## config.mk

```make
export PLATFORM = sky130hd
export DESIGN_NAME = inst_rom_flat
export DESIGN_NICKNAME = d
export VERILOG_FILES = /design/src/rtl/inst_rom_pkg.sv /design/src/rtl/inst_rom_if.sv /design/src/rtl/inst_rom_loader.sv /design/src/rtl/inst_rom.sv /design/src/flat_wrapper.sv
export SDC_FILE = /design/constraint.sdc
export NUM_CORES = 2
export LEC_CHECK = 0
export BUFFER_PORTS_ARGS = -buffer_cell sky130_fd_sc_hd__buf_2
export CAP_MARGIN = 40
export CORE_MARGIN = 2
export CORE_UTILIZATION = 30
export DETAILED_ROUTE_END_ITERATION = 7
export PLACE_DENSITY = 0.46
export SYNTH_ARGS = -nofsm -noshare
export SYNTH_HDL_FRONTEND = slang
export SYNTH_HIERARCHICAL = 1
export SYNTH_SLANG_ARGS = --single-unit
```

## constraint.sdc

```tcl
create_clock -name clk -period 6.5 [get_ports clk]
set_input_delay 0.975 -clock clk [delete_from_list [all_inputs] [get_ports clk]]
set_output_delay 0.975 -clock clk [all_outputs]
set_load 0.03 [all_outputs]
```

## src/rtl/inst_rom_pkg.sv

```systemverilog
// Shared definitions for the instruction ROM: instruction bus type, NOP encoding,
// loader state encoding and state-decode helpers.
package inst_rom_pkg;

  localparam int INST_W = 16;

  typedef logic [INST_W-1:0] InstBus;

  localparam InstBus NOP = 16'h0000;

  typedef enum logic [2:0] {
    IDLE = 3'd0,
    LEN  = 3'd1,
    HI   = 3'd2,
    LO   = 3'd3,
    DONE = 3'd4
  } ld_state_e;

  function automatic logic state_ready(input ld_state_e s);
    return (s == LEN) || (s == HI) || (s == LO);
  endfunction

  function automatic logic state_busy(input ld_state_e s);
    return (s != IDLE);
  endfunction

endpackage

```

## src/rtl/inst_rom_if.sv

```systemverilog
// Fetch and loader bus of inst_rom; ld_csum_o exists only with INST_ROM_CHECKSUM_EN.
interface inst_rom_if #(parameter int ADDR_W = 8);
  import inst_rom_pkg::*;

  logic            rom_ce_i;
  logic [15:0]     rom_addr_i;
  InstBus          rom_data_o;
  logic            ld_start_i;
  logic [7:0]      ld_byte_i;
  logic            ld_valid_i;
  logic            ld_ready_o;
  logic            ld_busy_o;
  logic            ld_done_o;
  logic [ADDR_W:0] ld_count_o;
`ifdef INST_ROM_CHECKSUM_EN
  InstBus          ld_csum_o;
`endif

  modport slave (
    input  rom_ce_i, rom_addr_i, ld_start_i, ld_byte_i, ld_valid_i,
    output rom_data_o, ld_ready_o, ld_busy_o, ld_done_o, ld_count_o
`ifdef INST_ROM_CHECKSUM_EN
    , ld_csum_o
`endif
  );

  modport master (
    output rom_ce_i, rom_addr_i, ld_start_i, ld_byte_i, ld_valid_i,
    input  rom_data_o, ld_ready_o, ld_busy_o, ld_done_o, ld_count_o
`ifdef INST_ROM_CHECKSUM_EN
    , ld_csum_o
`endif
  );

endinterface

```

## src/rtl/inst_rom_loader.sv

```systemverilog
// Byte-stream program loader: length byte then big-endian 16-bit words.
// Optional running checksum under INST_ROM_CHECKSUM_EN.
module inst_rom_loader
  import inst_rom_pkg::*;
#(
  parameter int ADDR_W = 8
) (
  input  logic              clk,
  input  logic              rst,
  input  logic              i_start,
  input  logic [7:0]        i_byte,
  input  logic              i_valid,
  output logic              o_ready,
  output logic              o_busy,
  output logic              o_done,
  output logic [ADDR_W:0]   o_count,
  output logic              o_wr_en,
  output logic [ADDR_W-1:0] o_wr_addr,
  output InstBus            o_wr_data
`ifdef INST_ROM_CHECKSUM_EN
  ,
  output InstBus            o_csum
`endif
);

  ld_state_e         r_state;
  ld_state_e         w_state_nxt;
  logic              r_ready;
  logic              r_busy;
  logic              r_done;
  logic [ADDR_W-1:0] r_ptr;
  logic [ADDR_W:0]   r_count;
  logic [ADDR_W:0]   r_len;
  logic [7:0]        r_hi;
  logic              w_accept;
  logic              w_start_ok;
  logic [ADDR_W:0]   w_count_inc;
  logic [ADDR_W:0]   w_len;

  assign w_accept    = i_valid & r_ready;
  assign w_start_ok  = (r_state == IDLE) & i_start;
  assign w_count_inc = r_count + (ADDR_W+1)'(1);
  // A zero length byte stands for a full-depth load.
  assign w_len       = (i_byte == 8'h00) ? {1'b1, {ADDR_W{1'b0}}} : (ADDR_W+1)'(i_byte);

  assign o_wr_en   = (r_state == LO) & w_accept;
  assign o_wr_addr = r_ptr;
  assign o_wr_data = {r_hi, i_byte};
  assign o_ready   = r_ready;
  assign o_busy    = r_busy;
  assign o_done    = r_done;
  assign o_count   = r_count;

  // Next-state decode.
  always_comb begin
    w_state_nxt = r_state;
    case (r_state)
      IDLE:    if (i_start) w_state_nxt = LEN; else w_state_nxt = IDLE;
      LEN:     if (w_accept) w_state_nxt = HI; else w_state_nxt = LEN;
      HI:      if (w_accept) w_state_nxt = LO; else w_state_nxt = HI;
      LO: begin
        if (w_accept) begin
          if (w_count_inc == r_len) w_state_nxt = DONE;
          else                      w_state_nxt = HI;
        end else begin
          w_state_nxt = LO;
        end
      end
      DONE:    w_state_nxt = IDLE;
      default: w_state_nxt = IDLE;
    endcase
  end

  // State register with status outputs registered from the next state.
  always_ff @(posedge clk or negedge rst) begin
    if (!rst) begin
      r_state <= IDLE;
      r_ready <= 1'b0;
      r_busy  <= 1'b0;
      r_done  <= 1'b0;
    end else begin
      r_state <= w_state_nxt;
      r_ready <= state_ready(w_state_nxt);
      r_busy  <= state_busy(w_state_nxt);
      r_done  <= (w_state_nxt == DONE);
    end
  end

  // Pointer, count, length and high-byte datapath.
  always_ff @(posedge clk or negedge rst) begin
    if (!rst) begin
      r_ptr   <= '0;
      r_count <= '0;
      r_len   <= '0;
      r_hi    <= 8'h00;
    end else begin
      if (w_start_ok) begin
        r_ptr   <= '0;
        r_count <= '0;
      end
      if ((r_state == LEN) && w_accept) r_len <= w_len;
      if ((r_state == HI) && w_accept)  r_hi  <= i_byte;
      if (o_wr_en) begin
        r_ptr   <= r_ptr + ADDR_W'(1);
        r_count <= w_count_inc;
      end
    end
  end

`ifdef INST_ROM_CHECKSUM_EN
  InstBus r_csum;

  assign o_csum = r_csum;

  // Wrapping sum of the words written by the current load.
  always_ff @(posedge clk or negedge rst) begin
    if (!rst) begin
      r_csum <= NOP;
    end else if (w_start_ok) begin
      r_csum <= NOP;
    end else if (o_wr_en) begin
      r_csum <= r_csum + o_wr_data;
    end else begin
      r_csum <= r_csum;
    end
  end
`endif

endmodule

```

## src/rtl/inst_rom.sv

```systemverilog
// Loadable instruction ROM: non-reset word array, registered fetch port and loader.
// Define INST_ROM_CHECKSUM_EN to add the ld_csum_o load checksum.
module inst_rom
  import inst_rom_pkg::*;
#(
  parameter int ADDR_W = 8
) (
  input  logic       clk,
  input  logic       rst,
  inst_rom_if.slave  bus
);

  localparam int DEPTH = 1 << ADDR_W;

  InstBus            r_mem [DEPTH];
  InstBus            r_rom_data;
  logic              w_busy;
  logic              w_wr_en;
  logic [ADDR_W-1:0] w_wr_addr;
  InstBus            w_wr_data;
  logic [ADDR_W-1:0] w_rd_addr;

  assign w_rd_addr      = bus.rom_addr_i[ADDR_W-1:0];
  assign bus.rom_data_o = r_rom_data;
  assign bus.ld_busy_o  = w_busy;

  inst_rom_loader #(.ADDR_W(ADDR_W)) u_loader (
    .clk       (clk),
    .rst       (rst),
    .i_start   (bus.ld_start_i),
    .i_byte    (bus.ld_byte_i),
    .i_valid   (bus.ld_valid_i),
    .o_ready   (bus.ld_ready_o),
    .o_busy    (w_busy),
    .o_done    (bus.ld_done_o),
    .o_count   (bus.ld_count_o),
    .o_wr_en   (w_wr_en),
    .o_wr_addr (w_wr_addr),
    .o_wr_data (w_wr_data)
`ifdef INST_ROM_CHECKSUM_EN
    ,
    .o_csum    (bus.ld_csum_o)
`endif
  );

  // Array write port; contents deliberately survive reset.
  always_ff @(posedge clk) begin
    if (w_wr_en) r_mem[w_wr_addr] <= w_wr_data;
  end

  // Registered fetch; NOP while disabled or while a load owns the array.
  always_ff @(posedge clk or negedge rst) begin
    if (!rst) begin
      r_rom_data <= NOP;
    end else if (bus.rom_ce_i && !w_busy) begin
      r_rom_data <= r_mem[w_rd_addr];
    end else begin
      r_rom_data <= NOP;
    end
  end

endmodule
```

## src/flat_wrapper.sv

```systemverilog
// flat-port wrapper written by rule: the top's interface ports become plain ports
module inst_rom_flat import inst_rom_pkg::*;
#(
  parameter int ADDR_W = 8
)
  (clk, rst, bus_rom_ce_i, bus_rom_addr_i, bus_ld_start_i, bus_ld_byte_i, bus_ld_valid_i, bus_rom_data_o, bus_ld_ready_o, bus_ld_busy_o, bus_ld_done_o, bus_ld_count_o);
  inst_rom_if #(.ADDR_W(ADDR_W)) bus_i ();
  input  logic clk;
  input  logic rst;
  input wire logic [$bits(bus_i.rom_ce_i)-1:0] bus_rom_ce_i;
  input wire logic [$bits(bus_i.rom_addr_i)-1:0] bus_rom_addr_i;
  input wire logic [$bits(bus_i.ld_start_i)-1:0] bus_ld_start_i;
  input wire logic [$bits(bus_i.ld_byte_i)-1:0] bus_ld_byte_i;
  input wire logic [$bits(bus_i.ld_valid_i)-1:0] bus_ld_valid_i;
  output wire logic [$bits(bus_i.rom_data_o)-1:0] bus_rom_data_o;
  output wire logic [$bits(bus_i.ld_ready_o)-1:0] bus_ld_ready_o;
  output wire logic [$bits(bus_i.ld_busy_o)-1:0] bus_ld_busy_o;
  output wire logic [$bits(bus_i.ld_done_o)-1:0] bus_ld_done_o;
  output wire logic [$bits(bus_i.ld_count_o)-1:0] bus_ld_count_o;
  assign bus_i.rom_ce_i = bus_rom_ce_i;
  assign bus_i.rom_addr_i = bus_rom_addr_i;
  assign bus_i.ld_start_i = bus_ld_start_i;
  assign bus_i.ld_byte_i = bus_ld_byte_i;
  assign bus_i.ld_valid_i = bus_ld_valid_i;
  assign bus_rom_data_o = bus_i.rom_data_o;
  assign bus_ld_ready_o = bus_i.ld_ready_o;
  assign bus_ld_busy_o = bus_i.ld_busy_o;
  assign bus_ld_done_o = bus_i.ld_done_o;
  assign bus_ld_count_o = bus_i.ld_count_o;
  inst_rom #(.ADDR_W(ADDR_W)) u_core (.clk(clk), .rst(rst), .bus(bus_i));
endmodule
```

## Word level (Yosys, flattened, before mapping)

Memories as Yosys holds them, arrays and structs flattened.
Index checks and enable logic that the tools add are counted.

- Bitwise gates (word level): 3
- Reductions and logical operators: 10
- Equality and inequality tests: 8
- Mux-type cells: 14
- Add/sub/neg operators: 2

Operators with widths:

| operator | count |
|---|---|
| $mux W9 | 3 |
| $mux W16 | 1 |
| $mux W8 | 2 |
| $eq A3 B2 Y1 const B | 4 |
| $pmux W3 S4 | 1 |
| $add A9 B1 Y9 const B | 1 |
| $eq A9 B9 Y1 | 1 |
| $add A8 B1 Y8 const B | 1 |
| $logic_not A8 Y1 | 1 |
| $eq A3 B1 Y1 const B | 2 |
| $mux W3 | 2 |
| $mux W1 | 4 |
| $and A1 B1 Y1 | 3 |
| $eq A3 B3 Y1 const B | 1 |
| $logic_and A1 B1 Y1 | 3 |
| $logic_not A3 Y1 | 1 |
| $reduce_bool A3 Y1 | 1 |
| $logic_or A1 B1 Y1 | 2 |
| $mux W2 | 1 |
| $reduce_bool A2 Y1 | 1 |
| $logic_not A1 Y1 | 1 |

- Word-level logic and storage cells: 47
- Flip-flop bits (word level): 56
- Output and inout port bits: 28
- Memories: 1
- RAM bits: 4096

Memory list:

| name | depth | bits a word | read ports | clocked after Yosys merged registers in | write ports | RTL line | text |
|---|---|---|---|---|---|---|---|
| u_core.r_mem | 256 | 16 | 1 | 0 | 1 | inst_rom.sv:15 | `InstBus r_mem [DEPTH];` |

## Longest topological paths before layout

- Depth in word-level cells: 8
- Mapped depth: 14
- Depth with buffers taken out: 6

## By module

The synthesis kept the hierarchy.

Modules (own cells, without submodules):

| module | instances | cells each | area an instance (um2) | sequential area each (um2) |
|---|---|---|---|---|
| inst_rom | 1 | 7451 | 158708.5 | 123398.3 |
| inst_rom_loader | 1 | 205 | 2097.0 | 1001.0 |

## Worst setup path before layout

Ideal clock, no wire load.

- Path kind: flip-flop to flip-flop
- From: register u_core.u_loader.r_hi[2]
- To: memory u_core/r_mem[0][10] in the netlist's numbering (data pin)
- Cell stages (with the launch flop): 1
- Clock period less this slack: 3.984 ns
- Data arrival time: 3.181 ns
- Buffers on the path: 0
- Setup slack: 2.516 ns
- Required time: 5.697 ns
- Cells stage by stage: dfrtp_1

RTL lines:

| element | RTL line | text |
|---|---|---|
| start, declared | inst_rom_loader.sv:34 | `logic [7:0] r_hi;` |
| start signal, assigned | inst_rom_loader.sv:102 | `if ((r_state == HI) && w_accept) r_hi <= i_byte;` |
| end, declared | inst_rom.sv:15 |  |

Straight into the memory's write port.

## Worst setup path after layout

- From: input port bus_rom_addr_i[0]
- To: register u_core.r_rom_data[3] (netlist: u_core/bus.rom_data_o[3])

- Word-level cells in the longest chain between the ends: 2

RTL lines:

| element | RTL line | text |
|---|---|---|
| start, declared | flat_wrapper.sv:11 | `input wire logic [$bits(bus_i.rom_addr_i)-1:0] bus_rom_addr_i;` |
| $mem_v2 Z256 W16 | -- |  |
| $mux W16 | inst_rom.sv:55 | `end else if (bus.rom_ce_i && !w_busy) begin` |
| end signal, assigned | inst_rom.sv:56 | `r_rom_data <= r_mem[w_rd_addr];` |
| end, declared | inst_rom.sv:16 | `InstBus r_rom_data;` |

No other way between the ends.
A chain may end at the register's enable or synchronous reset.

==> impl_metrics.py <==
metrics = {
    "sta": {
        "slew_violations": 0,
        "finalHoldViolations": 0,
        "fin_tns_setup_ps": 0,
        "period_minus_slack_ps": 4430,
        "max_freq_mhz": 226,
        "finalSetupViolCount": 0,
        "grt_setup_unrepaired": "false",
        "relSlewSlack_pct": 19.7,
        "final.setup_skew_ps": 94.8,
        "tightest_slew_ps": 1210,
        "period_share_pct": 68.2,
    },
    "clock_network": {
        "cts_made_buffers": 443,
        "postCtsSetupBuffers": 0,
        "worst_setup_hold_path_clk_slew_ps": 60,
        "clk_latency_ps": 1060,
        "clock-sinks": 4152,
        "cts-root-buf": "clkbuf_16",
        "cts_tree": "done",
        "clockBufferDepth": 4,
        "htreeDepth": 5,
    },
    "logic_synthesis": {
        "synth_fp_nets": 7687,
        "ys_async_sr_fraction_pct": 1.35,
        "synth_top_cell_by_area": "edfxtp_1",
        "syn_inst": 7656,
        "synth.avg_cell_area_sq_um": 21.0,
        "ys_seq_area_share_pct": 77.4,
        "syn_area_sq_um": 161000,
        "synth_top_cell_area_share_pct": 76.5,
        "ys_warn_count": 6,
        "synth_seq_cells": 4152,
        "synth_cell_types": 83,
        "synth.area.top_cells": "edfxtp_1 (76%), mux4_2 (11%), mux2i_1 (2.8%)",
        "synth_edf_count": 4096,
        "synth-main-ff-cell": "edfxtp_1",
    },
    "floorplan": {
        "row_count": 268,
        "die_h_microns": 736,
        "die_area_sq_um": 542000,
        "start_util_pct": 30.2,
        "die_x_microns": 736,
        "core_region_area_sq_um": 533000,
        "ioPinCount": 57,
    },
    "setup_path": {
        "required_ps": 7440,
        "rrSetupSlack_ps": 2550,
        "critPathKind": "primary input to flip-flop",
        "start_kind": "primary input",
        "setup.worst_path.end": "u_core/bus.rom_data_o[3]",
        "worstSetupStartpoint": "bus_rom_addr_i[0]",
        "cp-end-kind": "flip-flop",
        "r2r-start": "u_core/u_loader/r_state[1]",
        "r2r-end": "u_core/r_mem[60][6]",
        "critPathMaxFanout": 58,
        "reg2regPathDepth": 8,
        "worstPathArrival_ps": 5370,
    },
    "pwr": {
        "peakVddDrop_mv": 0.397,
        "p_switching_uw": 15400,
        "combPwrFrac_pct": 8.7,
        "power-per-cell-area_nw_per_um2": 333,
        "power_frac_seq_pct": 51.6,
        "leakage_uw": 0.0587,
        "swShare_pct": 24.7,
        "clkPwrFrac_pct": 39.7,
        "intPower_uw": 47000,
    },
    "routing": {
        "wire_per_inst_microns": 31.9,
        "drtIter0Drc": 9889,
        "drtPass1Iterations": 6,
        "vias_per_cell": 5.28,
        "vias": 83000,
        "finalWirelength_microns": 501000,
        "antenna_left": 0,
        "drcViolationCount": 0,
    },
    "cells_and_area": {
        "area_delta_synth_final_pct": 16.5,
        "nFillCells": 49400,
        "fin_cells": 15700,
        "multi_input_area_sq_um": 33700,
        "drive_gt1_share_pct": 25.4,
        "regArea_sq_um": 124000,
        "nets": 8333,
    },
    "global_routing": {
        "grt_pass1_wl_microns": 688000,
        "antenna_found_initial": 46,
        "grt_max_degree": 171,
        "grt_overflow_total": 0,
        "track_usage_pct": 18.0,
        "grt_pass1_vias": 82800,
    },
    "place": {
        "port_buffers": 48,
        "post-dp-hpwl_microns": 314000,
        "place_congestion": 0.821,
        "dp_cells": 14900,
    },
    "run_status": {
        "status": "finished clean",
    },
    "job": {
        "max_cap_viol_count": 0,
    },
    "hold_path": {
        "hp-class": "primary input to flip-flop",
    },
}
[cell usage after synthesis (all sizes together) (6+ instances only)]
cell	instances
edfxtp	4096
o31ai	23
nor3b	7
nor3	143
nand4	38
and2	19
xor2	7
o22ai	106
a211oi	65
nor4	34
nor2b	13
o21ai	90
clkbuf	219
o221ai	160
nand2	123
nor2	351
mux2i	452
buf	256
mux4	811
mux2	32
dfrtp	56
a21oi	82
a221oi	6
a22oi	85
or3	43
nand3	106
and3	22
o311ai	14
o211ai	17
o32ai	22
a2111oi	37
nand2b	26
or4	17
o21a	10
[cells in the final DEF (no fill, tap or decap), types with 21 or more instances in the layout]
cell type  instances
nor2_2            61
buf_12            51
a21oi_1           81
clkinv_1         110
edfxtp_1        4096
o32ai_1           22
o22ai_1          106
buf_8             48
buf_2             60
clkbuf_16        446
nor4_1            33
diode_2           29
nand4_1           38
clkbuf_1         118
nand2b_1          24
mux2_2            32
a22oi_1           85
nand3_1          105
dfrtp_1           48
and3_1            21
nand2_1          122
o21ai_0           81
or3_1             43
mux2i_1          452
bufinv_16         35
buf_4            496
nor2_1           288
a2111oi_0         25
a211oi_1          65
clkinv_2          65
mux4_2           792
o221ai_1         160
nor3_1           142
[power by group through the flow]
stage,clock network [uW],registers (uW),logic (uW)
5_1_grt,26300,32200,5720
3_5_place_dp,0,32800,5470
6_report,24800,32200,5410
2_1_floorplan,0,33700,1790
4_1_cts,25300,32200,5470
3_3_place_gp,0,32800,5120
[registers in the layout (all words and copies together), names as in the netlist]
signal                     cells
u_core/u_loader/r_hi           8
u_core/u_loader/r_state        3
u_core/u_loader/o_wr_addr      8
u_core/u_loader/o_ready        1
u_core/bus.rom_data_o         16
u_core/u_loader/o_count        9
u_core/u_loader/o_busy         1
u_core/u_loader/r_len          9
u_core/u_loader/o_done         1
u_core/r_mem                4096
[logic make-up after synthesis]
group	after synthesis	share of synthesized area, %
AOI/OAI and AO/OA	745	3.34
muxes	1295	14.4
buffers and inverters	480	1.85
adders and majority gates	2	0.0156
DFF	4152	77.4
xor gates and xnor gates	13	0.0801
and+or+nand+nor	969	2.91
[repair_timing]
item	in CTS	in global routing
gates resized for setup	0	0
setup endpoints to repair	0	0
hold buffers	1	0
hold endpoints to repair	10	0
[cell type report]
cell class                 instances  area share (%)
multi-input combinational       3024            18.0
inverter                           5          0.0140
antenna                           29          0.0387
tap                             7020            4.69
clock buffer                     568            6.22
clock inverter                   250            1.34
timing repair buffer             676            3.30
sequential                      4152            66.4
[worst min-delay path by stage]
stage | end | from | depth (start not counted) | slack [ps]
after CTS | u_core/u_loader/o_ready | bus_ld_start_i | 3 | 240
final | u_core/u_loader/o_ready | bus_ld_start_i | 3 | 350
after global routing | u_core/bus.rom_data_o[3] | rst | 2 | 340
after detailed placement | u_core/u_loader/r_len[4] | u_core/u_loader/r_len[4] | 1 | 530
after global placement | u_core/u_loader/r_len[4] | u_core/u_loader/r_len[4] | 1 | 520
after floorplan | u_core/u_loader/o_wr_addr[2] | u_core/u_loader/o_wr_addr[2] | 1 | 480
[layer usage]
| metal | wire [microns] | track usage [%] |
|---|---|---|
| met1 | 221000 | 26.1 |
| met2 | 233000 | 28.5 |
| met3 | 35400 | 2.92 |
| met4 | 11900 | 4.16 |
| met5 | 13 | 0 |
[per-stage QoR]
stage               power (uW)  worst slack (ps)  hold WS, ps  area, sq um  util, %
detailed placement       38200              1120          526       173000     32.5
finish                   62400              2070          348       187000     35.1
floorplan                35500              2520          483       161000        -
CTS                      63000              2200          239       187000     35.1
global route             64300              2120          341       187000     35.1
global placement         37900               314          521       172000     32.2
[critical path, cell delays in order]
cell and delay (ps):
buf_12 570, buf_12 330, buf_12 390, mux4_2 470, nor2_1 110, a2111oi_0 740, buf_4 270, nand4_1 450
o21ai_1 380, buf_4 240, buf_4 130
Note: power is estimated with default switching activity, not from simulation.
